===== config.mk =====
export PLATFORM = sky130hd
export DESIGN_NAME = spdif_timebase
export DESIGN_NICKNAME = d
export VERILOG_FILES = /design/src/rtl/spdif_pkg.sv /design/src/rtl/clk_div_core.sv /design/src/rtl/spdif_timebase.sv
export SDC_FILE = /design/constraint.sdc
export NUM_CORES = 1
export LEC_CHECK = 0
export CORE_UTILIZATION = 32
export CTS_CLUSTER_DIAMETER = 30
export DETAILED_ROUTE_END_ITERATION = 6
export GPL_TIMING_DRIVEN = 0
export HOLD_SLACK_MARGIN = 0.06
export MAX_ROUTING_LAYER = met4
export PLACE_DENSITY = 0.57
export SYNTH_ARGS = -nofsm -noshare
export SYNTH_HDL_FRONTEND = slang
export SYNTH_SLANG_ARGS = --single-unit

===== constraint.sdc =====
create_clock -name clk -period 3.31 [get_ports clk]
set_input_delay 0.993 -clock clk [delete_from_list [all_inputs] [get_ports clk]]
set_output_delay 0.993 -clock clk [all_outputs]
set_load 0.02 [all_outputs]

===== src/rtl/spdif_pkg.sv =====
// Shared S/PDIF framing constants used by the timebase and its divider core.
package spdif_pkg;
  localparam int unsigned BITS_PER_SUB     = 32;
  localparam int unsigned FRAMES_PER_BLOCK = 192;
  localparam int unsigned MIN_DIV          = 2;
  localparam int unsigned BIT_IDX_W        = 5;
  localparam int unsigned FRAME_IDX_W      = 8;
endpackage


===== src/rtl/clk_div_core.sv =====
// Biphase-cell divider: programmable ratio counter with boundary-safe ratio
// updates, the divided clock and the cell-phase bit.
module clk_div_core
  import spdif_pkg::*;
#(
  parameter int unsigned WIDTH     = 16,
  parameter int unsigned DIV_RESET = 4
) (
  input  logic             clk,
  input  logic             nrst,
  input  logic             en,
  input  logic             sync_clr,
  input  logic [WIDTH-1:0] div_i,
  input  logic             div_load,
  output logic             div_busy,
  output logic             out,
  output logic             phase,
  output logic             cell_stb,
  output logic             wrap_c
);

  logic [WIDTH-1:0] cnt;
  logic [WIDTH-1:0] ratio;
  logic [WIDTH-1:0] pending;
  logic [WIDTH-1:0] div_clamped_c;

  assign div_clamped_c = (div_i < WIDTH'(MIN_DIV)) ? WIDTH'(MIN_DIV) : div_i;
  assign wrap_c        = en && !sync_clr && (cnt == ratio - WIDTH'(1));

  always_ff @(posedge clk or negedge nrst) begin
    if (!nrst) begin
      cnt      <= '0;
      ratio    <= WIDTH'(DIV_RESET);
      pending  <= '0;
      div_busy <= 1'b0;
      out      <= 1'b0;
      phase    <= 1'b0;
      cell_stb <= 1'b0;
    end else begin
      // A new ratio only takes effect as the counter wraps, so no cell is cut short
      if (div_load) begin
        pending  <= div_clamped_c;
        div_busy <= 1'b1;
      end else if (wrap_c && div_busy) begin
        div_busy <= 1'b0;
      end
      if (wrap_c && div_busy) begin
        ratio <= pending;
      end

      if (sync_clr) begin
        cnt      <= '0;
        out      <= 1'b0;
        phase    <= 1'b0;
        cell_stb <= 1'b0;
      end else if (en) begin
        cell_stb <= wrap_c;
        if (wrap_c) begin
          cnt   <= '0;
          out   <= ~out;
          phase <= ~phase;
        end else begin
          cnt <= cnt + WIDTH'(1);
        end
      end else begin
        cell_stb <= 1'b0;
      end
    end
  end

endmodule


===== src/rtl/spdif_timebase.sv =====
// S/PDIF timebase: divided cell clock plus bit / subframe / frame position
// counters and their strobes.
module spdif_timebase
  import spdif_pkg::*;
#(
  parameter int unsigned WIDTH     = 16,
  parameter int unsigned DIV_RESET = 4
) (
  input  logic                   clk,
  input  logic                   nrst,
  input  logic                   en,
  input  logic                   sync_clr,
  input  logic [WIDTH-1:0]       div_i,
  input  logic                   div_load,
  output logic                   div_busy,
  output logic                   out,
  output logic                   cell_stb,
  output logic                   bit_stb,
  output logic [BIT_IDX_W-1:0]   bit_idx,
  output logic                   sub_idx,
  output logic [FRAME_IDX_W-1:0] frame_idx,
  output logic                   block_stb
);

  logic phase;
  logic wrap_c;
  logic bit_end_c;
  logic sub_end_c;
  logic frame_end_c;
  logic block_end_c;

  clk_div_core #(
    .WIDTH     (WIDTH),
    .DIV_RESET (DIV_RESET)
  ) u_core (
    .clk      (clk),
    .nrst     (nrst),
    .en       (en),
    .sync_clr (sync_clr),
    .div_i    (div_i),
    .div_load (div_load),
    .div_busy (div_busy),
    .out      (out),
    .phase    (phase),
    .cell_stb (cell_stb),
    .wrap_c   (wrap_c)
  );

  // A bit ends on the wrap that closes its second cell (phase going 1 -> 0)
  assign bit_end_c   = wrap_c && phase;
  assign sub_end_c   = bit_end_c && (bit_idx == BIT_IDX_W'(BITS_PER_SUB - 1));
  assign frame_end_c = sub_end_c && sub_idx;
  assign block_end_c = frame_end_c && (frame_idx == FRAME_IDX_W'(FRAMES_PER_BLOCK - 1));

  always_ff @(posedge clk or negedge nrst) begin
    if (!nrst) begin
      bit_stb   <= 1'b0;
      block_stb <= 1'b0;
      bit_idx   <= '0;
      sub_idx   <= 1'b0;
      frame_idx <= '0;
    end else if (sync_clr) begin
      bit_stb   <= 1'b0;
      block_stb <= 1'b0;
      bit_idx   <= '0;
      sub_idx   <= 1'b0;
      frame_idx <= '0;
    end else if (en) begin
      bit_stb   <= bit_end_c;
      block_stb <= block_end_c;
      if (bit_end_c) begin
        bit_idx <= sub_end_c ? '0 : bit_idx + BIT_IDX_W'(1);
      end
      if (sub_end_c) begin
        sub_idx <= ~sub_idx;
      end
      if (frame_end_c) begin
        frame_idx <= block_end_c ? '0 : frame_idx + FRAME_IDX_W'(1);
      end
    end else begin
      bit_stb   <= 1'b0;
      block_stb <= 1'b0;
    end
  end

endmodule


==> results.md, run 1 <==
- Global-route wire length before repair: 13620 um
- Peak VDD IR: 0.0003115 V
- Antenna cells: 0
- Hold Path End: u_core.ratio[12]$_DFFE_PN0P_
- Pre-CTS setup slack: -57.86 ps
- Htree depth: 3
- Critical Path RT: 3520 ps
- Critical Path End Type: flop
- Hold path cells: 1
- Clock buffer depth: 2
- Actual slew at the worst max-slew pin: 831.0 ps
- Synthesis-to-finish area growth: 24.51%
- Slowest cell on crit path: or4b_4
- Die W: 109.3 um
- Flop2flop setup slack: 160 ps
- CP Cell Sequence: inv_1 > ha_4 > or4b_4 > buf_6 > nor4_2 > xnor2_1 > nand4_1 > a221oi_2 > and2_4 > nand3_4 > buf_6 > mux2_1
- Top-count cell post-synth: dfrtp_1
- Crit path DAT: 3360 ps
- Synthesis Warnings: 0
- Clock latency on the worst-skew pair: 330 ps
- Post-synth top area share: 45.55%
- Setup Total Neg Slack: 0 ps
- Status: finished, final reports clean
- Fill cells: 1096
- Root buf cell: clkbuf_16
- Die area: 11940 sq um
- I/O pins: 40
- Mapped Area: 3681 sq um
- Crit path top cell by count: buf_6
- Final period util: 95.20%
- Layout Nets: 428
- Critical path fanouts, max: 10
- Mapped Cells: 353
- Setup crit start: u_core.ratio[1]$_DFFE_PN0P_
- Top cells by count, synth: dfrtp_1 (67), nor2_1 (30), mux2_2 (29), nand2_1 (28), xnor2_1 (21)
- Top FF cell, synth: dfrtp_1
- Vias: 2815
- Power density of the placed cells: 640.8 nW/um^2
- Total core area: 11030 sq um
- Kind of critical path: flop to flop
- Seq/Total Area, Yosys: 46.26%
- Vias per Instance: 5.146
- Fmax: 317.3 MHz
- Critical path buffers and inverters: 3
- IO buf count: 38
- Worst path top cell family by delay: simple AND/OR/NAND/NOR gates
- Vias in the first global route: 2732
- Grt total ovfl: 0
- Routed Wire Length: 8025 um
- Max-slew headroom: 44.60%
- Power, Total: 2.937 mW
- Setup ws final: 158.8 ps
- Layout cell share with drive strength beyond 1: 17.44%
- Final Setup Violations: 0
- Largest net degree at the start of global routing: 69
- FF+latch count, synth: 68
- Number of flops mapped to enable cells by yosys: 0
- RePlAce Congestion: 0.8273
- Crit-path max cell delay: 460 ps
- TritonRoute pass-1 iters: 4
- Crit start category: flop
- # DRC: 0
- Final Max Tran Viols: 0
- Worst Hold Class: flop to flop
- RR Endpoint: u_core.ratio[12]$_DFFE_PN0P_
- Minimum clock period: 3151 ps
- Leading post-synthesis cells by cell area: dfrtp_1 (46%), mux2_2 (8.9%), xnor2_1 (5.0%), xor2_1 (3.6%), nor2_1 (3.1%)
- Synth async-reset ratio: 100.0%
- Pleak: 1.845 nW
- CTS tree: built
- Drt wl/cell: 14.67 um
- CTS sink count: 68
- Final antenna-violating net count: 0
- Initial DRC count: 93
- Starting Density: 33.37%
- Post-CTS setup buffer count: 0
- Die span in y: 109.3 um
- Initial antenna violation count: 0
- Cells on worst reg2reg path: 12
- Unique masters post-synth: 58
- Min-delay src: u_core.pending[12]$_DFFE_PN0P_
- Worst Clk Skew: 7.050 ps
- TritonCTS Buffers: 9
- Row count: 38
- Avg Inst Size Synth: 10.43 sq um
- Gr usage total: 15.31%
- Worst-path clk slew: 50 ps
- Worst hold slack: 502.5 ps
- Syn nets: 379
- DP HPWL: 5869 um
- Hold Vio Cnt, Final: 0
- Synth area leader: dfrtp_1
- Worst r2r src: u_core.ratio[1]$_DFFE_PN0P_
- Max-cap violations: 0
placed cells by master, fill, tap and decap left out, types with 5 or more instances in the layout:
cell type,count
mux2_2,29
xnor2_1,21
nor4_1,9
or4_1,5
nor2_1,30
and3_1,6
o31ai_1,5
inv_1,13
xor2_1,15
clkdlybuf4s50_1,37
nand2_1,28
o21ai_0,9
nand3_1,18
clkbuf_1,9
o211ai_1,7
a21oi_1,6
nor3_1,8
dfrtp_1,67
clkbuf_16,9
power by group:
part | switching (mW) | internal, mW
logic | 0.462 | 0.410
clock network | 0.338 | 0.679
registers | 0.107 | 0.941
total | 0.907 | 2.03
state kept, by name (all words and copies together), names as in the netlist:
signal           count
sub_idx              1
u_core.phase         1
u_core.out           1
block_stb            1
u_core.cell_stb      1
bit_idx              5
u_core.div_busy      1
u_core.ratio        16
u_core.cnt          16
frame_idx            8
bit_stb              1
u_core.pending      16
routing by layer:
layer / track usage (%) / part of all wire, % / vias to the layer above
li1: - / - / 1376
met1: 20.22 / 48 / 1371
met2: 22.91 / 47 / 54
met3: 3.168 / 3.0 / 14
met4: 6.095 / 1.8 / 0
met5: - / 0 / -
kinds of logic (layout without fill, tap and decap cells):
group | after synthesis | in the layout | synth area share (%)
buffers and inverters | 30 | 84 | 4.011
XOR/XNOR | 36 | 36 | 8.566
flip-flops | 68 | 68 | 46.26
AND/OR/NAND/NOR | 133 | 133 | 19.78
AO/OA/AOI/OAI | 49 | 49 | 9.960
multiplexers | 32 | 32 | 9.721
adder cells (fa/ha/maj) | 5 | 5 | 1.700
per-stage QoR:
step                utilization [%]  cell area (sq um)  instances
floorplan                         -               3681        353
detailed placement            38.38               4234        531
global route                  41.55               4583        547
global placement              38.41               4237        531
finish                        41.55               4583        547
CTS                           41.31               4557        547
repair_timing:
item | 4_1_cts | 5_1_grt
endpoints found under the setup margin | 10 | 25
gates resized for setup | 2 | 6
hold endpoints to repair | 0 | 0
hold buffers | 0 | 0
pin swaps | 0 | 2
cloned | 0 | 0
layout make-up:
class / count / area [sq um] / area share (%)
plain buffers: 15 / 93.84 / 2.048
inverters: 15 / 56.30 / 1.229
flip-flops and latches: 68 / 1703 / 37.16
multi-input cells: 255 / 1858 / 40.54
clock inverters: 4 / 72.57 / 1.583
clock buffers: 12 / 246.5 / 5.378
repair buffers: 38 / 377.9 / 8.245
well taps: 140 / 175.2 / 3.822
worst max-delay path by stage:
stage	endpoint	slack (ps)	cells after the start
CTS	u_core.ratio[12]$_DFFE_PN0P_	6	12
detailed placement	u_core.ratio[12]$_DFFE_PN0P_	-60	12
global placement	u_core.pending[10]$_DFFE_PN0P_	-1080	1
finish	u_core.ratio[12]$_DFFE_PN0P_	160	12
global route	u_core.ratio[12]$_DFFE_PN0P_	-10	12
floorplan	u_core.ratio[12]$_DFFE_PN0P_	260	12
No activity file was read; power rests on OpenSTA's default activity.
==> inputs of run 2 (changes only) <==
--- a/config.mk
+++ b/config.mk
@@ -5,6 +5,7 @@
 export SDC_FILE = /design/constraint.sdc
 export NUM_CORES = 1
 export LEC_CHECK = 0
+export CORE_MARGIN = 5
 export CORE_UTILIZATION = 32
 export CTS_CLUSTER_DIAMETER = 30
 export DETAILED_ROUTE_END_ITERATION = 6
==> constraint.sdc (replaced) <==
create_clock -name clk -period 3.31 [get_ports clk]
set_input_delay 0.662 -clock clk [delete_from_list [all_inputs] [get_ports clk]]
set_output_delay 0.662 -clock clk [all_outputs]
set_load 0.02 [all_outputs]
==> run 2 against run 1 <==
Net effect:
- setup slack better by 42 ps
- register-to-register slack better by 40 ps
- clock-buffer cell count is 2 lower
- sequential power hardly changed
- final area stayed put
- die area is 15% higher
- global-route usage is 2.4 points lower
- cell count is 0.37% higher
- wire length is 0.37% lower
- critical path type unchanged
- critical endpoint unchanged
- largest cell class unchanged
==> results.md, run 2 (synthesized netlist as in run 1, its figures left out) <==
- Worst Hold Class: primary input to asynchronous set/reset pin
- Crit path to: u_core.ratio[12]$_DFFE_PN0P_
- Setup crit start: u_core.ratio[0]$_DFFE_PN0P_
- Crit path DAT: 3320 ps (-40 ps)
- Hold Vio Cnt, Final: 0 (unchanged)
- Synthesis-to-finish area growth: 24.51% (unchanged)
- # DRC: 0 (unchanged)
- Die area: 13750 sq um (+15%)
- Internal Power: 1.962 mW (-3.4%)
- Top Registers: u_core.cnt: 16 flops, u_core.pending: 16 flops, u_core.ratio: 16 flops
- Power density of the placed cells: 631.7 nW/um^2 (-1.4%)
- Placed cell count: 534 (+0.56%)
- Clock latency on the worst-skew pair: 330 ps (about the same)
- RePlAce Congestion: 0.8329 (+0.68%)
- Worst hold slack: 435.9 ps (-66.59 ps)
- RSZ-0062 raised after global routing: false
- Starting Density: 32.38% (-1.0 points)
- Vias: 2773 (-1.5%)
- Root buf cell: clkbuf_16
- Pre-CTS setup slack: -124.5 ps (-66.63 ps)
- Total core area: 11370 sq um (+3.1%)
- Vias in the first global route: 2735 (+0.11%)
- Die W: 117.3 um (+7.3%)
- Clock buffer depth: 2 (unchanged)
- Finished Layout Cells: 549 (+0.37%)
- Register Area: 1703 sq um (unchanged)
- I/O pins: 40 (unchanged)
- Initial antenna violation count: 0 (unchanged)
- Post-CTS setup buffer count: 0 (unchanged)
- Power, Total: 2.895 mW (-1.4%)
- Max-cap violations: 0 (unchanged)
- Layout cell share with drive strength beyond 1: 17.98% (+0.54 points)
- Drt wl/cell: 14.56 um (-0.74%)
- TritonCTS Buffers: 9 (unchanged)
- Fmax: 321.6 MHz (+1.3%)
- Die span in y: 117.3 um (+7.3%)
- Fill cells: 1097 (+0.091%)
- Gr usage total: 12.93% (-2.4 points)
- Actual slew at the worst max-slew pin: 834.7 ps (+3.681 ps)
- Cells on worst reg2reg path: 12 (unchanged)
- Kind of critical path: flop to flop
- Grt total ovfl: 0 (unchanged)
- Critical Path End Type: flop
- IO buf count: 38 (unchanged)
- Worst r2r src: u_core.ratio[0]$_DFFE_PN0P_
- CTS tree: built
- Status: finished, final reports clean
- Seq pwr share: 36.3% (+0.6 points)
- Crit start category: flop
- Critical Path RT: 3520 ps (about the same)
- Leading cell types in the layout, fill and taps excluded: dfrtp_1 (67), clkdlybuf4s50_1 (37), nor2_1 (30)
- Global-route wire length before repair: 13500 um (-0.91%)
- Clk network pwr share: 33.2% (-1.4 points)
- Worst-path clk slew: 60 ps (about the same)
- Htree depth: 3 (unchanged)
- Sw frac: 32.25% (+1.4 points)
- CTS sink count: 68 (unchanged)
- Final Max Tran Viols: 0 (unchanged)
- Flop2flop setup slack: 200 ps (+40 ps)
- Commonest non-fill, non-tap cell in the layout: dfrtp_1
- TritonRoute pass-1 iters: 4 (unchanged)
- Max-slew headroom: 44.35% (-0.25 points)
- RR Endpoint: u_core.ratio[12]$_DFFE_PN0P_
- Worst Clk Skew: 6.227 ps (-0.8235 ps)
- Vias per Instance: 5.051 (-1.9%)
- Row count: 39 (+2.6%)
- Sw Pwr: 0.9336 mW (+2.9%)
- Peak VDD IR: 0.0002273 V (-27%)
- Final period util: 93.94% (-1.3 points)
- Minimum clock period: 3109 ps (-41.86 ps)
- Initial DRC count: 187 (+100%)
- Routed Wire Length: 7995 um (-0.37%)
- Final Setup Violations: 0 (unchanged)
- Critical path fanouts, max: 10 (unchanged)
- Antenna cells: 0 (unchanged)
- Largest net degree at the start of global routing: 69 (unchanged)
- Layout Nets: 428 (unchanged)
- Setup Total Neg Slack: 0 ps (unchanged)
- Area of the multi-input gates: 1873 sq um (+0.81%)
- CTS Hold Bufs: 0 (unchanged)
- Final antenna-violating net count: 0 (unchanged)
- Combinational Power Share: 30.5% (+0.8 points)
- Setup ws final: 200.7 ps (+41.86 ps)
- DP HPWL: 5906 um (+0.64%)
- Pleak: 1.833 nW (-0.69%)
[run 2: worst min-delay path by stage]
stage	end	startpoint	slack [ps]	cells past startpoint
detailed placement	u_core.ratio[12]$_DFFE_PN0P_	u_core.pending[12]$_DFFE_PN0P_	490	1
CTS	frame_idx[0]$_DFFE_PN0P_	nrst	470	1
global route	u_core.ratio[12]$_DFFE_PN0P_	u_core.pending[12]$_DFFE_PN0P_	510	1
finish	frame_idx[0]$_DFFE_PN0P_	nrst	440	1
global placement	u_core.ratio[12]$_DFFE_PN0P_	u_core.pending[12]$_DFFE_PN0P_	480	1
floorplan	bit_idx[0]$_DFFE_PN0P_	nrst	370	0
[run 2: area by class of cell]
class	instances	area share, %
repair buffers	38	8.245
flip-flops and latches	68	37.16
multi-input cells	255	40.87
inverters	15	1.229
well taps	143	3.904
clock buffers	10	5.214
plain buffers	15	2.048
clock inverters	5	1.338
[run 2: stage by stage]
stage / instance area [sq um] / utilization, %
after detailed placement: 4238 / 37.27
after CTS: 4549 / 40.01
after floorplan: 3681 / -
after global routing: 4583 / 40.31
final: 4583 / 40.31
after global placement: 4240 / 37.30
[run 2: worst max-delay path, stage by stage (launching register included)]
cell and delay [ps]:
dfrtp_1 440, inv_2 110, ha_4 170, or4b_4 460
buf_6 150, nor4_4 150, xnor2_1 180, nand4_1 140
a221oi_2 300, and2_4 240, nand3_4 140, buf_6 190
mux2_1 300
[run 2: per-layer routing]
layer  share of wire, %  up-vias  GRT usage (%)
met3                2.9       10          2.674
met2                 47       49          19.49
li1                   -     1371              -
met5                  0        -              -
met1                 48     1343          17.20
met4                1.6        0          4.740
[run 2: repair_timing]
item / CTS / global route
gates resized for setup: 4 / 9
pin swaps: 0 / 1
endpoints found under the setup margin: 21 / 25
[run 2: power by group through the flow]
stage / Combinational, mW / Clock [mW] / Sequential (mW)
global placement: 0.816 / 0 / 1.06
CTS: 0.846 / 0.991 / 1.05
global route: 0.977 / 1.03 / 1.07
floorplan: 0.667 / 0 / 1.03
finish: 0.883 / 0.961 / 1.05
detailed placement: 0.834 / 0 / 1.06
==> inputs of run 3 (changes only) <==
--- a/config.mk
+++ b/config.mk
@@ -16,3 +16,4 @@
 export SYNTH_ARGS = -nofsm -noshare
 export SYNTH_HDL_FRONTEND = slang
 export SYNTH_SLANG_ARGS = --single-unit
+export TNS_END_PERCENT = 10
==> constraint.sdc (replaced) <==
create_clock -name clk -period 4 [get_ports clk]
set_input_delay 0.8 -clock clk [delete_from_list [all_inputs] [get_ports clk]]
set_output_delay 0.8 -clock clk [all_outputs]
set_load 0.02 [all_outputs]
==> run 3 against run 2 <==
Net effect:
- sequential power decreased by 18%
- clock power down 17%
- utilization decreased by 0.40 points
- die area unchanged
- register-to-register slack better by 400 ps
- sequential share of layout area grew 0.37 points
- non-clock buffer count unchanged
- largest cell class unchanged
- highest routed layer unchanged
==> results.md, run 3 (synthesized netlist as in run 1, its figures left out) <==
- RR Endpoint: u_core.ratio[12]$_DFFE_PN0P_
- Top Registers: u_core.cnt: 16 flops, u_core.pending: 16 flops, u_core.ratio: 16 flops
- Layout cell share with drive strength beyond 1: 16.50% (-1.5 points)
- Commonest non-fill, non-tap cell in the layout: dfrtp_1
- CTS resizes: 0 (-4)
- Critical Path RT: 4210 ps (+690 ps)
- Critical Path End Type: flop
- Critical path fanouts, max: 10 (unchanged)
- Placed cell count: 534 (unchanged)
- Starting Density: 32.38% (unchanged)
- Crit path DAT: 3610 ps (+290 ps)
- Die span in y: 117.3 um (unchanged)
- Worst-path clk slew: 60 ps (about the same)
- Post-CTS setup buffer count: 0 (unchanged)
- CTS sink count: 68 (unchanged)
- Row count: 39 (unchanged)
- Drt wl/cell: 14.45 um (-0.75%)
- Layout Nets: 428 (unchanged)
- Hold path cells: 1
- Min-delay src: u_core.pending[12]$_DFFE_PN0P_
- Fmax: 294.4 MHz (-8.5%)
- Final period util: 84.92% (-9.0 points)
- CTS Hold Bufs: 0 (unchanged)
- Flop2flop setup slack: 600 ps (+400 ps)
- TritonCTS Buffers: 9 (unchanged)
- Post-layout util: 39.91% (-0.40 points)
- Vias in the first global route: 2700 (-1.3%)
- Htree depth: 3 (unchanged)
- Gr usage total: 12.80% (-0.13 points)
- Kind of critical path: flop to flop
- Synthesis-to-finish area growth: 23.28%
- # DRC: 0 (unchanged)
- RSZ-0062 raised after global routing: false
- Minimum clock period: 3397 ps (+287.4 ps)
- Final Max Tran Viols: 0 (unchanged)
- Final antenna-violating net count: 0 (unchanged)
- Peak VDD IR: 0.0001879 V (-17%)
- Initial DRC count: 187 (unchanged)
- Initial antenna violation count: 0 (unchanged)
- Vias per Instance: 5.024 (-0.54%)
- Post-DP Area: 4238 sq um (unchanged)
- CTS tree: built
- Total core area: 11370 sq um (unchanged)
- Leading cell types in the layout, fill and taps excluded: dfrtp_1 (67), clkdlybuf4s50_1 (37), nor2_1 (30)
- Fill cells: 1102 (+0.46%)
- Die W: 117.3 um (unchanged)
- Power density of the placed cells: 517.1 nW/um^2 (-18%)
- Power, Total: 2.347 mW (-19%)
- Actual slew at the worst max-slew pin: 836.1 ps (+1.452 ps)
- RePlAce Congestion: 0.8329 (unchanged)
- Worst Hold Class: flop to flop
- Max-cap violations: 0 (unchanged)
- Root buf cell: clkbuf_16
- Antenna cells: 0 (unchanged)
- DP HPWL: 5906 um (unchanged)
- Vias: 2758 (-0.54%)
- Clock latency on the worst-skew pair: 330 ps (about the same)
- Grt total ovfl: 0 (unchanged)
- Setup Total Neg Slack: 0 ps (unchanged)
- Final Setup Violations: 0 (unchanged)
- Crit start category: flop
- TritonRoute pass-1 iters: 4 (unchanged)
- Post-route cell area: 4538 sq um (-0.98%)
- Hold Vio Cnt, Final: 0 (unchanged)
- I/O pins: 40 (unchanged)
- Worst r2r src: u_core.ratio[0]$_DFFE_PN0P_
- Status: finished, final reports clean
- Clock buffer depth: 2 (unchanged)
- Worst Clk Skew: 4.908 ps (-1.318 ps)
- IO buf count: 38 (unchanged)
- Pleak: 1.827 nW (-0.31%)
- Finished Layout Cells: 549 (unchanged)
- Cells on worst reg2reg path: 12 (unchanged)
- Max-slew headroom: 44.26% (-0.097 points)
- Global-route wire length before repair: 13370 um (-0.97%)
- Hold Path End: u_core.ratio[12]$_DFFE_PN0P_
- Routed Wire Length: 7935 um (-0.75%)
- Die area: 13750 sq um (unchanged)
- Largest net degree at the start of global routing: 69 (unchanged)
-- run 3: cell counts in the layout (fill, tap and decap cells not counted) --
Identical to the previous run, type by type.
-- run 3: final cells by class --
class	count	area, sq um	share of cell area, %
tap	143	178.9	3.943
clock inverter	5	61.31	1.351
multi-input combinational	255	1831	40.34
clock buffer	10	239.0	5.266
inverter	15	56.30	1.241
timing repair buffer	38	377.9	8.326
sequential	68	1703	37.52
buffer	15	91.34	2.013
-- run 3: how the worst max path moves through the flow --
stage	start	endpoint	slack, ps	cells after the start
2_1_floorplan	u_core.ratio[0]$_DFFE_PN0P_	u_core.ratio[12]$_DFFE_PN0P_	950	12
3_3_place_gp	nrst	u_core.pending[11]$_DFFE_PN0P_	-160	1
3_5_place_dp	u_core.ratio[0]$_DFFE_PN0P_	u_core.ratio[12]$_DFFE_PN0P_	570	12
4_1_cts	u_core.ratio[0]$_DFFE_PN0P_	u_core.ratio[12]$_DFFE_PN0P_	560	12
5_1_grt	u_core.ratio[0]$_DFFE_PN0P_	u_core.ratio[12]$_DFFE_PN0P_	420	12
6_report	u_core.ratio[0]$_DFFE_PN0P_	u_core.ratio[12]$_DFFE_PN0P_	600	12
-- run 3: report_power, final --
part / total (mW) / switching [mW] / internal (mW)
registers: 0.865 / 0.0866 / 0.778
clock network: 0.797 / 0.300 / 0.498
logic: 0.684 / 0.361 / 0.324
-- run 3: routing by layer --
| layer | track usage [%] | up-vias | share of wire, % |
|---|---|---|---|
| met2 | 19.00 | 40 | 47 |
| met5 | - | - | 0 |
| met4 | 4.740 | 0 | 1.7 |
| li1 | - | 1374 | - |
| met3 | 2.674 | 9 | 2.8 |
| met1 | 17.24 | 1335 | 49 |
-- run 3: stage by stage --
stage          worst slack [ps]  hold slack [ps]
2_1_floorplan             950.5            454.1
3_3_place_gp             -164.7            475.1
3_5_place_dp              565.5            488.6
4_1_cts                   564.2            502.2
5_1_grt                   421.1            511.9
6_report                  603.3            499.4
-- run 3: worst max-delay path, cell delays in order (launching register included) --
cell,delay (ps)
dfrtp_1,430
inv_1,100
ha_1,280
or4b_4,490
buf_6,150
nor4_1,240
xnor2_1,200
nand4_1,150
a221oi_2,300
and2_1,280
nand3_4,160
buf_6,190
mux2_1,300
